==> src/rtl/ternary_dot_stream.sv <==
// Streaming ternary similarity engine: signed dot product or nonzero-overlap
// count over NUM_WORDS packed trit words, with a one-stage word-sum pipeline.
module ternary_dot_stream #(
    parameter int unsigned TPW       = 16,
    parameter int unsigned NUM_WORDS = 64,
    parameter int unsigned ACC_W     = 16
) (
    input  logic                    clk,
    input  logic                    rst,
    input  logic                    start,
    input  logic                    mode,
    input  logic                    in_valid,
    output logic                    in_ready,
    input  logic [2*TPW-1:0]        a_word,
    input  logic [2*TPW-1:0]        b_word,
    output logic                    out_valid,
    input  logic                    out_ready,
    output logic signed [ACC_W-1:0] result,
    output logic                    err,
    output logic                    busy
);

    localparam int unsigned WS_W  = $clog2(TPW) + 2;
    localparam int unsigned CNT_W = (NUM_WORDS > 1) ? $clog2(NUM_WORDS) : 1;

    typedef enum logic [1:0] {
        S_IDLE,
        S_RUN,
        S_DRAIN,
        S_DONE
    } state_e;

    state_e                  state_q;
    logic                    mode_q;
    logic [CNT_W-1:0]        cnt_q;
    logic signed [ACC_W-1:0] acc_q;
    logic signed [WS_W-1:0]  pipe_q;
    logic                    pvalid_q;
    logic                    err_sticky_q;
    logic                    in_ready_q;
    logic                    out_valid_q;
    logic signed [ACC_W-1:0] result_q;
    logic                    err_q;
    logic                    busy_q;

    logic signed [WS_W-1:0]  pipe_d;
    logic                    bad_d;
    logic [1:0]              ta;
    logic [1:0]              tb;
    logic signed [ACC_W-1:0] pipe_add;

    assign in_ready  = in_ready_q;
    assign out_valid = out_valid_q;
    assign result    = result_q;
    assign err       = err_q;
    assign busy      = busy_q;

    // Sign-extended pipe contribution, zero when the pipe holds no beat.
    assign pipe_add = pvalid_q ? {{(ACC_W-WS_W){pipe_q[WS_W-1]}}, pipe_q} : '0;

    // Word sum of per-trit contributions under the latched mode; flags reserved codes.
    always_comb begin
        pipe_d = '0;
        bad_d  = 1'b0;
        ta     = 2'b01;
        tb     = 2'b01;
        for (int i = 0; i < int'(TPW); i++) begin
            ta = a_word[2*i +: 2];
            tb = b_word[2*i +: 2];
            if (ta == 2'b11 || tb == 2'b11) begin
                bad_d = 1'b1;
            end else if (ta != 2'b01 && tb != 2'b01) begin
                if (mode_q || ta == tb) begin
                    pipe_d = pipe_d + WS_W'(1);
                end else begin
                    pipe_d = pipe_d - WS_W'(1);
                end
            end
        end
    end

    // Control FSM, beat counter, accumulator and registered outputs.
    always_ff @(posedge clk or posedge rst) begin
        if (rst) begin
            state_q      <= S_IDLE;
            mode_q       <= 1'b0;
            cnt_q        <= '0;
            acc_q        <= '0;
            pipe_q       <= '0;
            pvalid_q     <= 1'b0;
            err_sticky_q <= 1'b0;
            in_ready_q   <= 1'b0;
            out_valid_q  <= 1'b0;
            result_q     <= '0;
            err_q        <= 1'b0;
            busy_q       <= 1'b0;
        end else begin
            pvalid_q <= 1'b0;
            case (state_q)
                S_IDLE: begin
                    if (start) begin
                        state_q      <= S_RUN;
                        mode_q       <= mode;
                        cnt_q        <= '0;
                        acc_q        <= '0;
                        err_sticky_q <= 1'b0;
                        err_q        <= 1'b0;
                        in_ready_q   <= 1'b1;
                        busy_q       <= 1'b1;
                    end
                end
                S_RUN: begin
                    acc_q <= acc_q + pipe_add;
                    if (in_valid && in_ready_q) begin
                        pipe_q   <= pipe_d;
                        pvalid_q <= 1'b1;
                        cnt_q    <= cnt_q + CNT_W'(1);
                        if (bad_d) begin
                            err_sticky_q <= 1'b1;
                        end
                        if (cnt_q == CNT_W'(NUM_WORDS - 1)) begin
                            state_q    <= S_DRAIN;
                            in_ready_q <= 1'b0;
                        end
                    end
                end
                S_DRAIN: begin
                    result_q    <= acc_q + pipe_add;
                    err_q       <= err_sticky_q;
                    out_valid_q <= 1'b1;
                    state_q     <= S_DONE;
                end
                S_DONE: begin
                    if (out_ready) begin
                        out_valid_q <= 1'b0;
                        busy_q      <= 1'b0;
                        state_q     <= S_IDLE;
                    end
                end
                default: begin
                    state_q <= S_IDLE;
                end
            endcase
        end
    end

endmodule
==> config.mk <==
export PLATFORM = sky130hd
export DESIGN_NAME = ternary_dot_stream
export DESIGN_NICKNAME = d
export VERILOG_FILES = /design/src/rtl/ternary_dot_stream.sv
export SDC_FILE = /design/constraint.sdc
export NUM_CORES = 1
export LEC_CHECK = 0
export ABC_AREA = 1
export CELL_PAD_IN_SITES_DETAIL_PLACEMENT = 0
export CELL_PAD_IN_SITES_GLOBAL_PLACEMENT = 2
export CORE_MARGIN = 4
export CORE_UTILIZATION = 32
export CTS_BUF_LIST = sky130_fd_sc_hd__clkbuf_2
export CTS_CLUSTER_SIZE = 40
export DETAILED_ROUTE_END_ITERATION = 7
export GPL_ROUTABILITY_DRIVEN = 0
export PLACE_DENSITY = 0.82
export SYNTH_ARGS = -nofsm -noshare
export SYNTH_HDL_FRONTEND = slang
export SYNTH_SLANG_ARGS = --single-unit
==> constraint.sdc <==
create_clock -name clk -period 14.8 [get_ports clk]
set_clock_uncertainty 0.1 [all_clocks]
set_input_delay 2.96 -clock clk [delete_from_list [all_inputs] [get_ports clk]]
set_output_delay 2.96 -clock clk [all_outputs]
set_load 0.03 [all_outputs]
---- Word-level counts from Yosys, hierarchy flattened ----
Cells that the tools add are included.
word-level totals
  input port bits ......................... 70
  register bits ........................... 53
  output and inout port bits .............. 20
cells by class
  equality and inequality tests ........... 89
  multiplexer cells ....................... 89
  $add $sub $neg .......................... 32
  reduce and logical (&&, ||, !) cells .... 64
operators by type and width
  kind                 count
  $mux 6               50
  $add 6x2->6 const B  15
  $sub 6x2->6 const B  15
  $eq 2x2->1 const B   34
  $ne 2x1->1 const B   32
  $eq 2x2->1           16
  $logic_or 1x1->1     32
  $mux 16              2
  $pmux 16 s2          1
  $mux 1               25
  $logic_and 1x1->1    17
  $add 16x16->16       1
  $pmux 6 s2           1
  $reduce_and 4->1     3
  $ne 2x2->1 const B   5
  $pmux 1 s2           5
  $reduce_and 2->1     5
  $mux 2               4
  $pmux 2 s4           1
  $reduce_bool 2->1    4
  $add 6x1->6 const B  1
  $eq 6x6->1 const B   1
  $reduce_and 3->1     2
  $eq 2x1->1 const B   1
  $logic_not 2->1      1

---- Depth between registers and ports, before layout ----
  word-level depth ........................ 65
  gate-level depth with buffers ........... 84
  mapped depth without buffers ............ 84

---- Worst setup path after synthesis ----
Ideal clock, no wire load.
  kind .................................... input port to flip-flop
  from .................................... input port a_word[0]
  to ...................................... register pipe_q[5]
  slack ................................... -0.866 ns
  buffers on the path ..................... 0
  library setup time ...................... 0.118 ns
  required time ........................... 14.582 ns
  stages on the path ...................... 82
  data arrival time ....................... 15.449 ns
  cells stage by stage .................... inv_1 -> ha_1 -> nand3b_1 -> nand2_1 -> inv_1 -> fa_1 -> inv_1 -> o21ai_2 -> inv_1 -> fa_1 -> fa_1 -> inv_1 -> o21ai_1 -> inv_1 -> ha_1 -> a21oi_1 -> nand2_1 -> or2_2 -> [... 46 more ...] -> ha_1 -> xnor2_1 -> nand2_1 -> nand2_1 -> ha_1 -> xnor2_1 -> o21ai_1 -> ha_1 -> nand2_1 -> nor2_1 -> a211oi_1 -> nand2_2 -> a21oi_2 -> o21ai_1 -> inv_1 -> nand2_1 -> nand3_1 -> nand2_1
on the way
  word-level cells in the longest chain between the ends .. 65
  elaborated cells on any way between the ends .. 84
  those cells by class .................... add/sub: 30; eq/ne: 3; mux: 48; reduce/logical: 3
RTL lines
  what                                               RTL line  RTL
  start, declared                                    14        input logic [2*TPW-1:0] a_word,
  $eq 2x2->1                                         73        if (mode_q || ta == tb) begin
  $logic_or 1x1->1                                   73
  $mux 6                                             73
  $mux 6                                             72        end else if (ta != 2'b01 && tb != 2'b01) begin
  $mux 6 *                                           70        if (ta == 2'b11 || tb == 2'b11) begin
  $sub 6x2->6 / $add 6x2->6 (equally long branches)  76, 74
  $mux 6                                             73
  $mux 6                                             72
  [... 49 more ...]                                  n/a
  $sub 6x2->6 / $add 6x2->6 (equally long branches)  76, 74
  $mux 6                                             73
  $mux 6                                             72
  $mux 6 *                                           70
  $sub 6x2->6 / $add 6x2->6 (equally long branches)  76, 74
  $mux 6                                             73
  $mux 6                                             72
  $mux 6 *                                           70
  end signal, assigned                               115       pipe_q <= pipe_d;
  end, declared                                      37        logic signed [WS_W-1:0] pipe_q;
Every way passes the cells marked *; elsewhere a longest branch is shown, timed or not.
A chain may end at the register's enable or synchronous reset.

---- Worst setup path in the final report ----
  from .................................... input port b_word[0]
  to ...................................... register pipe_q[5]
on the way
  word-level cells in the longest chain between the ends .. 65
  elaborated cells on any way between the ends .. 84
  those cells by class .................... add/sub: 30; eq/ne: 3; mux: 48; reduce/logical: 3
RTL lines
  what                                               RTL line  RTL
  start, declared                                    15        input logic [2*TPW-1:0] b_word,
  $eq 2x2->1                                         73
  $logic_or 1x1->1                                   73
  $mux 6                                             73
  $mux 6                                             72
  $mux 6 *                                           70
  $sub 6x2->6 / $add 6x2->6 (equally long branches)  76, 74
  $mux 6                                             73
  $mux 6                                             72
  [... 49 more ...]                                  n/a
  $sub 6x2->6 / $add 6x2->6 (equally long branches)  76, 74
  $mux 6                                             73
  $mux 6                                             72
  $mux 6 *                                           70
  $sub 6x2->6 / $add 6x2->6 (equally long branches)  76, 74
  $mux 6                                             73
  $mux 6                                             72
  $mux 6 *                                           70
Marks and branches as above.

==> out/results.txt <==
outcome: finished clean
worst hold start: pipe_q[4]
RSZ-0062 raised after global routing: true
Setup Crit Path Kind: input port to register
hold slack: 408.6 ps
gr ovfl total: 0
synth unique cells: 49
area delta synth->final: 44.85%
Post-Synthesis Cell Area: 7317 um2
WL per Instance: 12.85 um
global-route wire length before repair: 35250 um
Worst R2R End: pipe_q[5]
WHS Endpoint: pipe_q[4]
Hold Buf Count CTS: 0
PD cells: 238.7 nW/um2
met1 usage: 24.44%
Post-Place Cell Area: 9742 um2
residual DRC count: 0
CP top delay family: adder cells
Clock power frac: 2.9%
R2R depth: 60
Clock Tree Buf Depth: 2
Hold WC Path Type: register to register
CP Buf/Inv Count: 12
Post-Syn Instances: 1094
Slew Viols, Final: 0
number of synthesized flops with an enable pin: 0
CP endpoint kind: register
Critical Path RT: 15050 ps
Starting Density: 32.42%
clk root buf: clkbuf_2
cts bufs inserted: 5
drt initial violations: 305
final worst path period share: 98.81%
worst-margin pin slew: 970.2 ps
vias in the first global route: 7363
number of port buffers: 89
Core ar.: 22570 um2
Die Wd: 159.2 um
proportion of layout cells with a drive suffix above 1: 30.36%
Leak: 5.306 nW
M2 GR Usage: 26.68%
final wirelength: 21110 um
Post-DP HPWL: 17550 um
minimum clock period after layout: 14620 ps
slowest stage delay, CP: 540 ps
Die ar.: 25350 um2
net switching power: 0.001204 W
grt met3 use: 1.061%
asr flop ratio synth: 100.0%
Hold Vio Cnt, Final: 0
TritonCTS sink count: 53
Setup crit start kind: input port
Synthesized Nets: 1250
Yosys top cell by area: dfrtp_1
Sw Share: 47.58%
Setup TNS Final: 0 ps
fin cells: 1642
top cell type's share of synthesized area: 18.13%
Final setup viols: 0
Flop pwr share: 8.7%
most common cell in the netlist: nand2_1
Crit-path slowest cell: fa_2
worst setup path start: b_word[0]
Max Clk Rate: 0.06838 GHz
Slew Limit Headroom: 35.32%
antenna-violating nets left: 0
internal power: 0.001326 W
row count: 55
sequential area share after synthesis: 18.13%
n_diodes: 0
CTS tree: built
DR vias/cell: 4.659
worst skew pair latency: 440 ps
Reg2Reg Setup Slack: 2510 ps
Die Span Y: 159.2 um
RR Startpoint: mode_q
pin count of the biggest net entering global routing: 54
#FFs+latches synth: 53
total power: 0.002530 W
drt first pass iters: 4
routed via count: 7650
initial antenna violation count: 0
worst vdd ir: 0.09654 mV
CTS clk-pin slew, worst paths: 240 ps
cell area after layout: 10600 um2
max cap viols: 0
synth cell count leaders: nand2_1, inv_1, nand3_1
Placed Cells: 1596
nets: 1512
Top Ports: 90
Crit path arrival time: 14870 ps
GRT Total Usage: 16.24%
Yosys warning count: 0
most heavily used metal layer in global routing: met2
htree depth: 2
Avg Cell Area, Syn: 6.688 um2
Comb pwr share: 88.4%
Synth area leaders: dfrtp_1, nand2_1, ha_1
most frequent CP cell: nand2_2
crit-path max FO: 4
Worst Hold Depth: 2
top_reg_cell synth: dfrtp_1
==> tightest hold or removal path, stage by stage (launching register included) <==
cell	delay, ps
dfrtp_1	410
nand2_1	50
nand2_1	40
==> stage by stage <==
step | util [%] | setup slack [ps]
CTS | 44.98 | -7.482
floorplan | - | 7.762
detailed placement | 43.16 | -1333
global placement | 43.16 | -1132
global route | 46.96 | -381.8
finish | 46.96 | 176.7
==> cells by family after synthesis <==
kind of cell | share of synthesized area [%]
DFF | 18.13
adders and majority gates | 16.66
AOI/OAI and AO/OA | 14.06
xor gates and xnor gates | 5.609
and+or+nand+nor | 37.35
buffers and inverters | 7.934
muxes | 0.2736
==> registers in the layout, indices dropped and copies added, names as in the netlist <==
register,cells
err_sticky_q,1
mode_q,1
pipe_q,6
out_valid,1
acc_q,16
pvalid_q,1
result,16
busy,1
cnt_q,6
in_ready,1
err,1
state_q,2
==> cell usage in the layout, fill, tap and decap left out, types with 27 or more instances in the layout <==
cell type and n:
nand3_1 72, nor2_1 49, xnor2_1 27, nand2_1 308, ha_1 45, nand3_2 31
clkdlybuf4s50_1 81, inv_1 115, dfrtp_1 53, buf_4 170, o21ai_0 47, a21oi_1 59
nand2_2 50
==> power by group through the flow <==
stage / registers [W] / clock network (W) / logic [W]
finish: 0.000219 / 0.0000737 / 0.00224
global route: 0.000225 / 0.0000833 / 0.00251
CTS: 0.000219 / 0.0000793 / 0.00203
detailed placement: 0.000222 / 0 / 0.00191
global placement: 0.000222 / 0 / 0.00189
floorplan: 0.000237 / 0 / 0.00122
==> how the worst max path moves through the flow <==
stage | to | slack, ps | cells after the start
2_1_floorplan | pipe_q[5] | 8 | 64
5_1_grt | pipe_q[5] | -380 | 82
6_report | pipe_q[5] | 180 | 64
4_1_cts | pipe_q[5] | -7 | 84
3_3_place_gp | pipe_q[5] | -1130 | 65
3_5_place_dp | pipe_q[5] | -1330 | 65
==> metal layers <==
layer	share of wire [%]	vias to the layer above
li1	-	4115
met1	52	3424
met2	45	103
met3	2.8	8
met4	0.44	0
met5	0	-
==> cell type report <==
class	instances	area [um2]
Inverter	143	546.8
Sequential cell	53	1326
Tap cell	285	356.6
Multi-Input combinational cell	889	6073
Timing Repair Buffer	264	2230
Fill cell	2312	11970
Clock buffer	5	25.02
Clock inverter	3	41.29
==> what timing repair did <==
action | 4_1_cts | 5_1_grt
endpoints found under the setup margin | 4 | 4
setup buffers | 25 | 13
gates resized for setup | 34 | 93
pin swaps | 44 | 96
No activity file was read; power rests on OpenSTA's default activity.
